### src/rtl/cart_loader.sv
// cart_loader
//   Loads PRG/CHR images into the cartridge emulator over a UART link.
//   The host sends serial 8N1 frames carrying a packet:
//     0xA5, TARGET (0x00 = PRG, 0x01 = CHR), LEN_LO, LEN_HI, LEN payload bytes, CSUM
//   where CSUM is the XOR of all payload bytes. Each payload byte becomes a
//   one-cycle write strobe on the selected memory port. The console is held in
//   reset through busy while a packet is in flight.
//
// Ports
//   clk_in      system clock (single clock domain)
//   rst_n_in    synchronous active-low reset
//   rx_in       UART receive line, asynchronous, idles high
//   addr_out    write byte address, relative to the start of the selected memory
//   data_out    write data
//   prg_we_out  one-cycle PRG write strobe
//   chr_we_out  one-cycle CHR write strobe
//   busy_out    high from target accepted until packet end (OR into CPU reset)
//   done_out    one-cycle pulse: packet finished with a good checksum
//   err_out     sticky error, cleared when the next magic byte is accepted
module cart_loader #(
    parameter int BAUD_DIV  = 217,
    parameter int TIMEOUT   = 2500000,
    parameter int PRG_BYTES = 32768,
    parameter int CHR_BYTES = 8192
) (
    input  logic        clk_in,
    input  logic        rst_n_in,
    input  logic        rx_in,
    output logic [14:0] addr_out,
    output logic [7:0]  data_out,
    output logic        prg_we_out,
    output logic        chr_we_out,
    output logic        busy_out,
    output logic        done_out,
    output logic        err_out
);

    localparam int CNT_W = (BAUD_DIV > 2) ? $clog2(BAUD_DIV) : 1;
    localparam logic [CNT_W-1:0] HALF_LAST = CNT_W'(BAUD_DIV / 2 - 1);
    localparam logic [CNT_W-1:0] BIT_LAST  = CNT_W'(BAUD_DIV - 1);
    localparam int TMO_W = $clog2(TIMEOUT + 1);
    localparam logic [TMO_W-1:0] TMO_LAST = TMO_W'(TIMEOUT - 1);
    localparam logic [16:0] PRG_CAP = 17'(PRG_BYTES);
    localparam logic [16:0] CHR_CAP = 17'(CHR_BYTES);
    localparam logic [7:0]  MAGIC   = 8'hA5;

    // ------------------------------------------------------------------
    // Input synchroniser; rx_d is one more stage so a falling edge can be
    // seen on fully synchronised samples.
    // ------------------------------------------------------------------
    logic rx_s1, rx_s2, rx_d;

    always_ff @(posedge clk_in) begin
        if (!rst_n_in) begin
            rx_s1 <= 1'b1;
            rx_s2 <= 1'b1;
            rx_d  <= 1'b1;
        end else begin
            rx_s1 <= rx_in;
            rx_s2 <= rx_s1;
            rx_d  <= rx_s2;
        end
    end

    // ------------------------------------------------------------------
    // UART receiver
    // ------------------------------------------------------------------
    typedef enum logic [1:0] {
        RX_IDLE,
        RX_START,
        RX_DATA,
        RX_STOP
    } rx_state_t;

    rx_state_t        rx_state, rx_state_nxt;
    logic [CNT_W-1:0] baud_cnt, baud_cnt_nxt;
    logic [2:0]       bit_idx, bit_idx_nxt;
    logic [7:0]       rx_byte, rx_byte_nxt;
    logic             byte_valid, byte_valid_nxt;
    logic             frame_err, frame_err_nxt;

    always_ff @(posedge clk_in) begin
        if (!rst_n_in) begin
            rx_state   <= RX_IDLE;
            baud_cnt   <= '0;
            bit_idx    <= '0;
            rx_byte    <= '0;
            byte_valid <= 1'b0;
            frame_err  <= 1'b0;
        end else begin
            rx_state   <= rx_state_nxt;
            baud_cnt   <= baud_cnt_nxt;
            bit_idx    <= bit_idx_nxt;
            rx_byte    <= rx_byte_nxt;
            byte_valid <= byte_valid_nxt;
            frame_err  <= frame_err_nxt;
        end
    end

    always_comb begin
        rx_state_nxt   = rx_state;
        baud_cnt_nxt   = baud_cnt + 1'b1;
        bit_idx_nxt    = bit_idx;
        rx_byte_nxt    = rx_byte;
        byte_valid_nxt = 1'b0;
        frame_err_nxt  = 1'b0;

        case (rx_state)
            RX_IDLE: begin
                baud_cnt_nxt = '0;
                if (rx_d && !rx_s2) begin
                    rx_state_nxt = RX_START;
                end
            end
            RX_START: begin
                // Mid-start-bit check rejects glitches without flagging an error.
                if (baud_cnt == HALF_LAST) begin
                    baud_cnt_nxt = '0;
                    bit_idx_nxt  = '0;
                    rx_state_nxt = rx_s2 ? RX_IDLE : RX_DATA;
                end
            end
            RX_DATA: begin
                if (baud_cnt == BIT_LAST) begin
                    baud_cnt_nxt = '0;
                    rx_byte_nxt  = {rx_s2, rx_byte[7:1]};
                    bit_idx_nxt  = bit_idx + 3'd1;
                    if (bit_idx == 3'd7) begin
                        rx_state_nxt = RX_STOP;
                    end
                end
            end
            RX_STOP: begin
                if (baud_cnt == BIT_LAST) begin
                    baud_cnt_nxt   = '0;
                    rx_state_nxt   = RX_IDLE;
                    byte_valid_nxt = rx_s2;
                    frame_err_nxt  = !rx_s2;
                end
            end
            default: begin
                rx_state_nxt = RX_IDLE;
            end
        endcase
    end

    // ------------------------------------------------------------------
    // Packet parser
    // ------------------------------------------------------------------
    typedef enum logic [2:0] {
        P_IDLE,
        P_TARGET,
        P_LEN_LO,
        P_LEN_HI,
        P_DATA,
        P_CSUM
    } pk_state_t;

    pk_state_t        pk_state, pk_state_nxt;
    logic             tgt_chr, tgt_chr_nxt;
    logic [7:0]       len_lo, len_lo_nxt;
    logic [15:0]      len, len_nxt;
    logic [15:0]      wr_cnt, wr_cnt_nxt;
    logic [7:0]       csum, csum_nxt;
    logic [TMO_W-1:0] tmo_cnt, tmo_cnt_nxt;
    logic [14:0]      addr_nxt;
    logic [7:0]       data_nxt;
    logic             prg_we_nxt, chr_we_nxt, busy_nxt, done_nxt, err_nxt;

    logic [15:0] len_full;
    logic [16:0] cap;
    logic [15:0] wr_cnt_inc;

    assign len_full   = {rx_byte, len_lo};
    assign cap        = tgt_chr ? CHR_CAP : PRG_CAP;
    assign wr_cnt_inc = wr_cnt + 16'd1;

    always_ff @(posedge clk_in) begin
        if (!rst_n_in) begin
            pk_state   <= P_IDLE;
            tgt_chr    <= 1'b0;
            len_lo     <= '0;
            len        <= '0;
            wr_cnt     <= '0;
            csum       <= '0;
            tmo_cnt    <= '0;
            addr_out   <= '0;
            data_out   <= '0;
            prg_we_out <= 1'b0;
            chr_we_out <= 1'b0;
            busy_out   <= 1'b0;
            done_out   <= 1'b0;
            err_out    <= 1'b0;
        end else begin
            pk_state   <= pk_state_nxt;
            tgt_chr    <= tgt_chr_nxt;
            len_lo     <= len_lo_nxt;
            len        <= len_nxt;
            wr_cnt     <= wr_cnt_nxt;
            csum       <= csum_nxt;
            tmo_cnt    <= tmo_cnt_nxt;
            addr_out   <= addr_nxt;
            data_out   <= data_nxt;
            prg_we_out <= prg_we_nxt;
            chr_we_out <= chr_we_nxt;
            busy_out   <= busy_nxt;
            done_out   <= done_nxt;
            err_out    <= err_nxt;
        end
    end

    always_comb begin
        pk_state_nxt = pk_state;
        tgt_chr_nxt  = tgt_chr;
        len_lo_nxt   = len_lo;
        len_nxt      = len;
        wr_cnt_nxt   = wr_cnt;
        csum_nxt     = csum;
        addr_nxt     = addr_out;
        data_nxt     = data_out;
        prg_we_nxt   = 1'b0;
        chr_we_nxt   = 1'b0;
        busy_nxt     = busy_out;
        done_nxt     = 1'b0;
        err_nxt      = err_out;
        // The idle counter only runs while a packet is open.
        tmo_cnt_nxt  = (pk_state == P_IDLE || byte_valid) ? '0 : tmo_cnt + 1'b1;

        if (frame_err) begin
            pk_state_nxt = P_IDLE;
            err_nxt      = 1'b1;
            busy_nxt     = 1'b0;
        end else if (byte_valid) begin
            case (pk_state)
                P_IDLE: begin
                    if (rx_byte == MAGIC) begin
                        pk_state_nxt = P_TARGET;
                        err_nxt      = 1'b0;
                    end
                end
                P_TARGET: begin
                    if (rx_byte == 8'h00 || rx_byte == 8'h01) begin
                        pk_state_nxt = P_LEN_LO;
                        tgt_chr_nxt  = rx_byte[0];
                        busy_nxt     = 1'b1;
                        wr_cnt_nxt   = '0;
                        csum_nxt     = '0;
                    end else begin
                        pk_state_nxt = P_IDLE;
                        err_nxt      = 1'b1;
                    end
                end
                P_LEN_LO: begin
                    len_lo_nxt   = rx_byte;
                    pk_state_nxt = P_LEN_HI;
                end
                P_LEN_HI: begin
                    len_nxt = len_full;
                    if ({1'b0, len_full} > cap) begin
                        pk_state_nxt = P_IDLE;
                        err_nxt      = 1'b1;
                        busy_nxt     = 1'b0;
                    end else if (len_full == 16'd0) begin
                        pk_state_nxt = P_CSUM;
                    end else begin
                        pk_state_nxt = P_DATA;
                    end
                end
                P_DATA: begin
                    addr_nxt   = wr_cnt[14:0];
                    data_nxt   = rx_byte;
                    prg_we_nxt = !tgt_chr;
                    chr_we_nxt = tgt_chr;
                    csum_nxt   = csum ^ rx_byte;
                    wr_cnt_nxt = wr_cnt_inc;
                    if (wr_cnt_inc == len) begin
                        pk_state_nxt = P_CSUM;
                    end
                end
                P_CSUM: begin
                    pk_state_nxt = P_IDLE;
                    busy_nxt     = 1'b0;
                    if (rx_byte == csum) begin
                        done_nxt = 1'b1;
                    end else begin
                        err_nxt = 1'b1;
                    end
                end
                default: begin
                    pk_state_nxt = P_IDLE;
                end
            endcase
        end else if (pk_state != P_IDLE && tmo_cnt == TMO_LAST) begin
            // Host went silent mid-packet; give the console back.
            pk_state_nxt = P_IDLE;
            err_nxt      = 1'b1;
            busy_nxt     = 1'b0;
        end
    end

endmodule

### config.mk
export PLATFORM = sky130hd
export DESIGN_NAME = cart_loader
export DESIGN_NICKNAME = d
export VERILOG_FILES = /design/src/rtl/cart_loader.sv
export SDC_FILE = /design/constraint.sdc
export NUM_CORES = 1
export LEC_CHECK = 0
export ABC_AREA = 1
export CAP_MARGIN = 5
export CORE_ASPECT_RATIO = 0.9
export CORE_UTILIZATION = 40
export CTS_CLUSTER_SIZE = 24
export DETAILED_ROUTE_END_ITERATION = 8
export GPL_TIMING_DRIVEN = 0
export PLACE_DENSITY_LB_ADDON = 0.05
export SLEW_MARGIN = 30
export SYNTH_ARGS = -nofsm -noshare
export SYNTH_HDL_FRONTEND = slang
export SYNTH_SLANG_ARGS = --single-unit
### constraint.sdc
create_clock -name clk_in -period 4 [get_ports clk_in]
set_input_delay 0.8 -clock clk_in [delete_from_list [all_inputs] [get_ports clk_in]]
set_output_delay 0.8 -clock clk_in [all_outputs]
set_load 0.01 [all_outputs]
---- Yosys cells after proc, flatten, opt, wreduce, memory -nomap -nowiden ----
Index checks and enable logic that the tools add are counted.
cells by class
  bitwise gates (word level) .............. 6
  multiplexer cells ....................... 40
  reductions and logical operators ........ 32
  add/sub/neg operators ................... 4
  equality and inequality tests ........... 32
  order comparisons ....................... 1
operators by type and width
  cell                                                 count
  two-way mux 16 bit                                   2
  case mux 16 bit (2 select lines)                     1
  two-way mux 8 bit                                    3
  case mux 8 bit (3 select lines)                      1
  adder 22 x 1 -> 22 bit, second input constant        1
  equality test 22 bit, second input constant          1
  two-way mux 3 bit                                    7
  AND reduction 3 bit                                  6
  adder 16 x 1 -> 16 bit, second input constant        1
  equality test 16 bit                                 1
  equality test 8 bit, second input constant           2
  greater-than comparator 16 bit                       1
  logical NOT 16 bit                                   1
  case mux 8 bit (2 select lines)                      1
  case mux 3 bit (5 select lines)                      1
  two-way mux 2 bit                                    7
  two-way mux 1 bit                                    13
  != test 2 bit, second input constant                 6
  != test 4 bit, second input constant                 3
  AND reduction 4 bit                                  3
  equality test 3 bit, second input constant           3
  != test 3 bit, second input constant                 3
  adder 8 x 1 -> 8 bit, second input constant          1
  equality test 8 x 1 -> 1 bit, second input constant  1
  30 further kinds                                     45
word-level totals
  register bits ........................... 128
  input port bits ......................... 3
  output and inout bits ................... 28

---- Depth between registers and ports, before layout ----
  word-level depth ........................ 6
  depth in mapped cells ................... 18
  depth with buffers taken out ............ 18

---- Worst setup path after synthesis ----
OpenSTA, ideal clock, no wires.
  kind .................................... input -> register
  from .................................... input rst_n_in
  to ...................................... register tmo_cnt[11]
  setup time .............................. 0.078 ns
  data arrival time ....................... 1.696 ns
  stages .................................. 5
  path buffers ............................ 1
  path slack .............................. 2.226 ns
  cells stage by stage .................... inv_1 > nor3_2 > inv_1 > clkbuf_1 > nor3_1
on the way
  cells in the longest elaborated chain, start to end .. 2
ends and longest elaborated chain
  item                                 line  text
  start: declaration                   27    input logic rst_n_in,
  inverter 1 bit (no source line)      -
  OR reduction 2 bit (no source line)  -
  end signal: assignment               201   tmo_cnt <= tmo_cnt_nxt;
  end: declaration                     165   logic [TMO_W-1:0] tmo_cnt, tmo_cnt_nxt;
Every way passes these cells.
A chain may end at the register's enable or synchronous reset.

---- Final worst setup path ----
  from .................................... input rst_n_in
  to ...................................... register tmo_cnt[7]
Same word-level chain as after synthesis.

==> flow_summary.html <==
<table>
<tr><th>Metric</th><th>Value</th></tr>
<tr><th colspan="2">Floorplanning</th></tr>
<tr><td>Die H</td><td>118 um</td></tr>
<tr><td>Initial standard-cell utilization of the core</td><td>40.8%</td></tr>
<tr><td>Full die area</td><td>15,500 um2</td></tr>
<tr><td>Top-Level Pins</td><td>31</td></tr>
<tr><td>Placeable core region</td><td>14,700 um2</td></tr>
<tr><td>X dimension of the die</td><td>131 um</td></tr>
<tr><td>Number of cell rows</td><td>42</td></tr>
<tr><th colspan="2">Timing</th></tr>
<tr><td>Total count of max-transition violations in the final report</td><td>0</td></tr>
<tr><td>Endpoints failing setup</td><td>0</td></tr>
<tr><td>Final period util</td><td>59.6%</td></tr>
<tr><td>Time the final worst path needs with I/O delays and setup</td><td>2.38 ns</td></tr>
<tr><td>Number of failing hold endpoints at the final stage</td><td>0</td></tr>
<tr><td>Post-route worst hold slack</td><td>0.413 ns</td></tr>
<tr><td>Slew of the pin with the lowest slew margin</td><td>0.690 ns</td></tr>
<tr><td>Post-route clock skew</td><td>0.0116 ns</td></tr>
<tr><td>Relative slew slack</td><td>53.8%</td></tr>
<tr><td>Setup repair after global routing missed its margin</td><td>false</td></tr>
<tr><td>Setup slack after layout</td><td>1.62 ns</td></tr>
<tr><td>Setup tns final</td><td>0 ns</td></tr>
<tr><td>Highest Clock Rate</td><td>419 MHz</td></tr>
<tr><th colspan="2">Critical path</th></tr>
<tr><td>Path type of the worst setup path</td><td>in2reg</td></tr>
<tr><td>Sum of buffers and inverters on the critical path</td><td>4</td></tr>
<tr><td>Critical Path AT</td><td>2.72 ns</td></tr>
<tr><td>Cell Chain, Critical Path</td><td>clkdlybuf4s50_1, inv_1, nor3_2, inv_1, clkbuf_1, nor3_1</td></tr>
<tr><td>Crit path top cell by count</td><td>sky130_fd_sc_hd__inv_1</td></tr>
<tr><td>Sort of element at the start of the critical path</td><td>input port</td></tr>
<tr><td>Cell family contributing the most delay on the critical path</td><td>buffers and inverters</td></tr>
<tr><td>Highest net fanout along the worst path</td><td>10</td></tr>
<tr><td>Delay of the slowest cell on the worst path</td><td>0.58 ns</td></tr>
<tr><td>Register-to-Register Setup Slack</td><td>1.82 ns</td></tr>
<tr><td>Worst setup path startpoint</td><td>rst_n_in</td></tr>
<tr><td>Reg2Reg Launch Point</td><td>byte_valid</td></tr>
<tr><td>Cell with the largest stage delay on the worst path</td><td>sky130_fd_sc_hd__nor3_2</td></tr>
<tr><td>Worst Path Required</td><td>4.34 ns</td></tr>
<tr><td>Element type at the critical path end</td><td>flop</td></tr>
<tr><th colspan="2">Global route</th></tr>
<tr><td>Sum of overflow across all layers after global routing</td><td>0</td></tr>
<tr><td>Global Route Usage Sum</td><td>21.9%</td></tr>
<tr><td>Global-route wire length before repair</td><td>25,800 um</td></tr>
<tr><td>Vias in the first global route</td><td>5,009</td></tr>
<tr><td>Antenna violations before repair</td><td>0</td></tr>
<tr><td>Largest net degree at the start of global routing</td><td>17</td></tr>
<tr><th colspan="2">Synth</th></tr>
<tr><td>Number of synthesized register bits</td><td>128</td></tr>
<tr><td>Area share of the largest cell type after synthesis</td><td>42.8%</td></tr>
<tr><td>Post-synthesis area per instance</td><td>7.15 um2</td></tr>
<tr><td>Leading post-synthesis cells by cell area</td><td>sky130_fd_sc_hd__dfxtp_1 43%, sky130_fd_sc_hd__nand2_1 11%, sky130_fd_sc_hd__a21oi_1 7.5%</td></tr>
<tr><td>Number of enable flip-flop cells after synthesis</td><td>0</td></tr>
<tr><td>Fraction of synthesis flops using an asynchronous set or reset pin</td><td>0%</td></tr>
<tr><td>Gate Count Post-Synth</td><td>837</td></tr>
<tr><td>Post-synthesis cell type with the largest combined area</td><td>sky130_fd_sc_hd__dfxtp_1</td></tr>
<tr><td>Distinct cells, synth</td><td>42</td></tr>
<tr><td>Summed instance area of the synthesized netlist</td><td>5990 um2</td></tr>
<tr><td>Synthesized netlist net count</td><td>848</td></tr>
<tr><td>Most instantiated flip-flop cell in the synthesis netlist</td><td>sky130_fd_sc_hd__dfxtp_1</td></tr>
<tr><td>Total number of yosys warnings</td><td>0</td></tr>
<tr><td>Proportion of synthesized chip area in sequential cells</td><td>42.8%</td></tr>
<tr><th colspan="2">CTS</th></tr>
<tr><td>Clock H-tree levels</td><td>4</td></tr>
<tr><td>Maximum clock insertion buffer count</td><td>2</td></tr>
<tr><td>Clock root cell</td><td>sky130_fd_sc_hd__clkbuf_16</td></tr>
<tr><td>Count of buffers added by post-CTS timing repair for setup</td><td>0</td></tr>
<tr><td>Clock-pin slew on the worst setup and hold paths</td><td>0.06 ns</td></tr>
<tr><td>Number of hold buffers added after cts</td><td>0</td></tr>
<tr><td>Clock insertion delay at the later pin of the skew report</td><td>0.42 ns</td></tr>
<tr><td>CTS tree</td><td>done</td></tr>
<tr><td>Number of CTS-inserted buffers</td><td>17</td></tr>
<tr><td>Resized cells post-CTS</td><td>0</td></tr>
<tr><td>CTS sink cnt</td><td>128</td></tr>
<tr><th colspan="2">Route</th></tr>
<tr><td>Number of antenna-violating nets in the routed design</td><td>0</td></tr>
<tr><td>Post-DR vias/cell</td><td>5.17</td></tr>
<tr><td>Total number of vias</td><td>5,661</td></tr>
<tr><td>Routed wire length</td><td>16,100 um</td></tr>
<tr><td>Routed WL per cell</td><td>14.7 um</td></tr>
<tr><td>Post-route DRC violation count</td><td>0</td></tr>
<tr><td>First-pass iteration count of the detailed router</td><td>5</td></tr>
<tr><td>Initial DRC Count</td><td>396</td></tr>
<tr><th colspan="2">Min path</th></tr>
<tr><td>HP Start</td><td>rx_s1</td></tr>
<tr><td>Worst min path class</td><td>reg2reg</td></tr>
<tr><th colspan="2">Power</th></tr>
<tr><td>Power density over cell area</td><td>409 nW/um2</td></tr>
<tr><td>Static leakage</td><td>2.62 nW</td></tr>
<tr><td>Maximum resistive drop on vdd</td><td>0.349 mV</td></tr>
<tr><th colspan="2">Placed design</th></tr>
<tr><td>Worst slack at placement</td><td>1.15 ns</td></tr>
<tr><td>HPWL after detailed placement</td><td>11,800 um</td></tr>
<tr><td>Number of I/O port buffers</td><td>30</td></tr>
<tr><td>Final Wtd Congestion</td><td>0.846</td></tr>
<tr><td>Post-place instance area</td><td>6540 um2</td></tr>
<tr><th colspan="2">Run status</th></tr>
<tr><td>Run status</td><td>finished clean</td></tr>
<tr><th colspan="2">Final layout</th></tr>
<tr><td>Number of diodes</td><td>0</td></tr>
<tr><td>Number of nets in the layout</td><td>897</td></tr>
<tr><td>Layout area overhead</td><td>19.3%</td></tr>
<tr><td>Layout Cell Area excl Fill</td><td>7140 um2</td></tr>
<tr><td>Util after Layout</td><td>48.7%</td></tr>
<tr><td>Most common cell after layout, fill and taps aside</td><td>sky130_fd_sc_hd__nand2_1</td></tr>
<tr><td>Share of post-route cells with drive strength above 1</td><td>7.91%</td></tr>
<tr><td>Most used cells in the layout excluding fill and tap cells</td><td>171 x sky130_fd_sc_hd__nand2_1, 128 x sky130_fd_sc_hd__dfxtp_1, 90 x sky130_fd_sc_hd__a21oi_1</td></tr>
<tr><th colspan="2">Run</th></tr>
<tr><td>Number of max-cap violations</td><td>0</td></tr>
</table>
[registers in the layout, indices dropped and copies added, names as in the netlist, 3 cells and up, named ones only]
signal,cells
csum,8
pk_state,3
baud_cnt,8
rx_byte,8
wr_cnt,16
bit_idx,3
data_out,8
len,16
tmo_cnt,22
len_lo,8
addr_out,15
[cell type report]
type,instances,area (um2)
buffer,25,103
clock buffer,22,474
clock inverter,9,133
fill,1491,7520
inverter,95,357
multi-input combinational,589,2970
sequential,128,2560
tap,198,248
timing repair buffer,30,300
[synth_stat cells, types with 3 or more instances]
cell type and n:
sky130_fd_sc_hd__nand3_1 59, sky130_fd_sc_hd__buf_2 7, sky130_fd_sc_hd__or2_2 3, sky130_fd_sc_hd__nand3b_1 5, sky130_fd_sc_hd__nor4_1 4, sky130_fd_sc_hd__clkbuf_1 18
sky130_fd_sc_hd__inv_1 89, sky130_fd_sc_hd__a22oi_1 3, sky130_fd_sc_hd__nand2_1 171, sky130_fd_sc_hd__ha_1 8, sky130_fd_sc_hd__nor3_1 23, sky130_fd_sc_hd__inv_2 4
sky130_fd_sc_hd__nand4_1 16, sky130_fd_sc_hd__o211ai_1 3, sky130_fd_sc_hd__nor2_2 7, sky130_fd_sc_hd__nand2_2 5, sky130_fd_sc_hd__nor2_1 75, sky130_fd_sc_hd__xor2_1 8
sky130_fd_sc_hd__nor3b_1 3, sky130_fd_sc_hd__dfxtp_1 128, sky130_fd_sc_hd__a21oi_1 90, sky130_fd_sc_hd__o21ai_0 65, sky130_fd_sc_hd__xnor2_1 10, sky130_fd_sc_hd__nor2_4 6
sky130_fd_sc_hd__nand3_2 3, sky130_fd_sc_hd__nor3_2 4
[stage by stage]
step,std cells,power (mW)
after floorplan,837,1.33
after global placement,1065,1.34
after detailed placement,1065,1.34
after CTS,1096,2.94
after global routing,1096,3.00
final,1096,2.92
[worst paths after layout]
path | to | cells after the start
max reg2reg | wr_cnt[6] | 11
min | rx_s2 | 1
max | tmo_cnt[7] | 6
min reg2reg | rx_s2 | 1
[report_power, final]
part           total [mW]  internal, mW  switching, mW
Sequential           1.28          1.28        0.00166
Combinational      0.0376       0.00949         0.0281
Clock                1.60          1.03          0.577
Total                2.92          2.31          0.606
[cells by family after synthesis]
group / count (synthesis) / synth area share [%]
simple gates: 389 / 29.9
compound gates: 174 / 15.4
flops: 128 / 42.8
buf+inv: 120 / 7.67
xor+xnor: 18 / 2.63
fa+ha+maj: 8 / 1.67
[per-layer routing]
| layer | part of all wire [%] | GRT usage (%) | routed length (um) |
|---|---|---|---|
| met1 | 52 | 31.8 | 8320 |
| met4 | 1.4 | 7.11 | 230 |
| met2 | 43 | 31.6 | 6910 |
| met5 | 0 | 0 | 0 |
| met3 | 4.2 | 4.86 | 679 |
(Power assumes the default switching activity.)
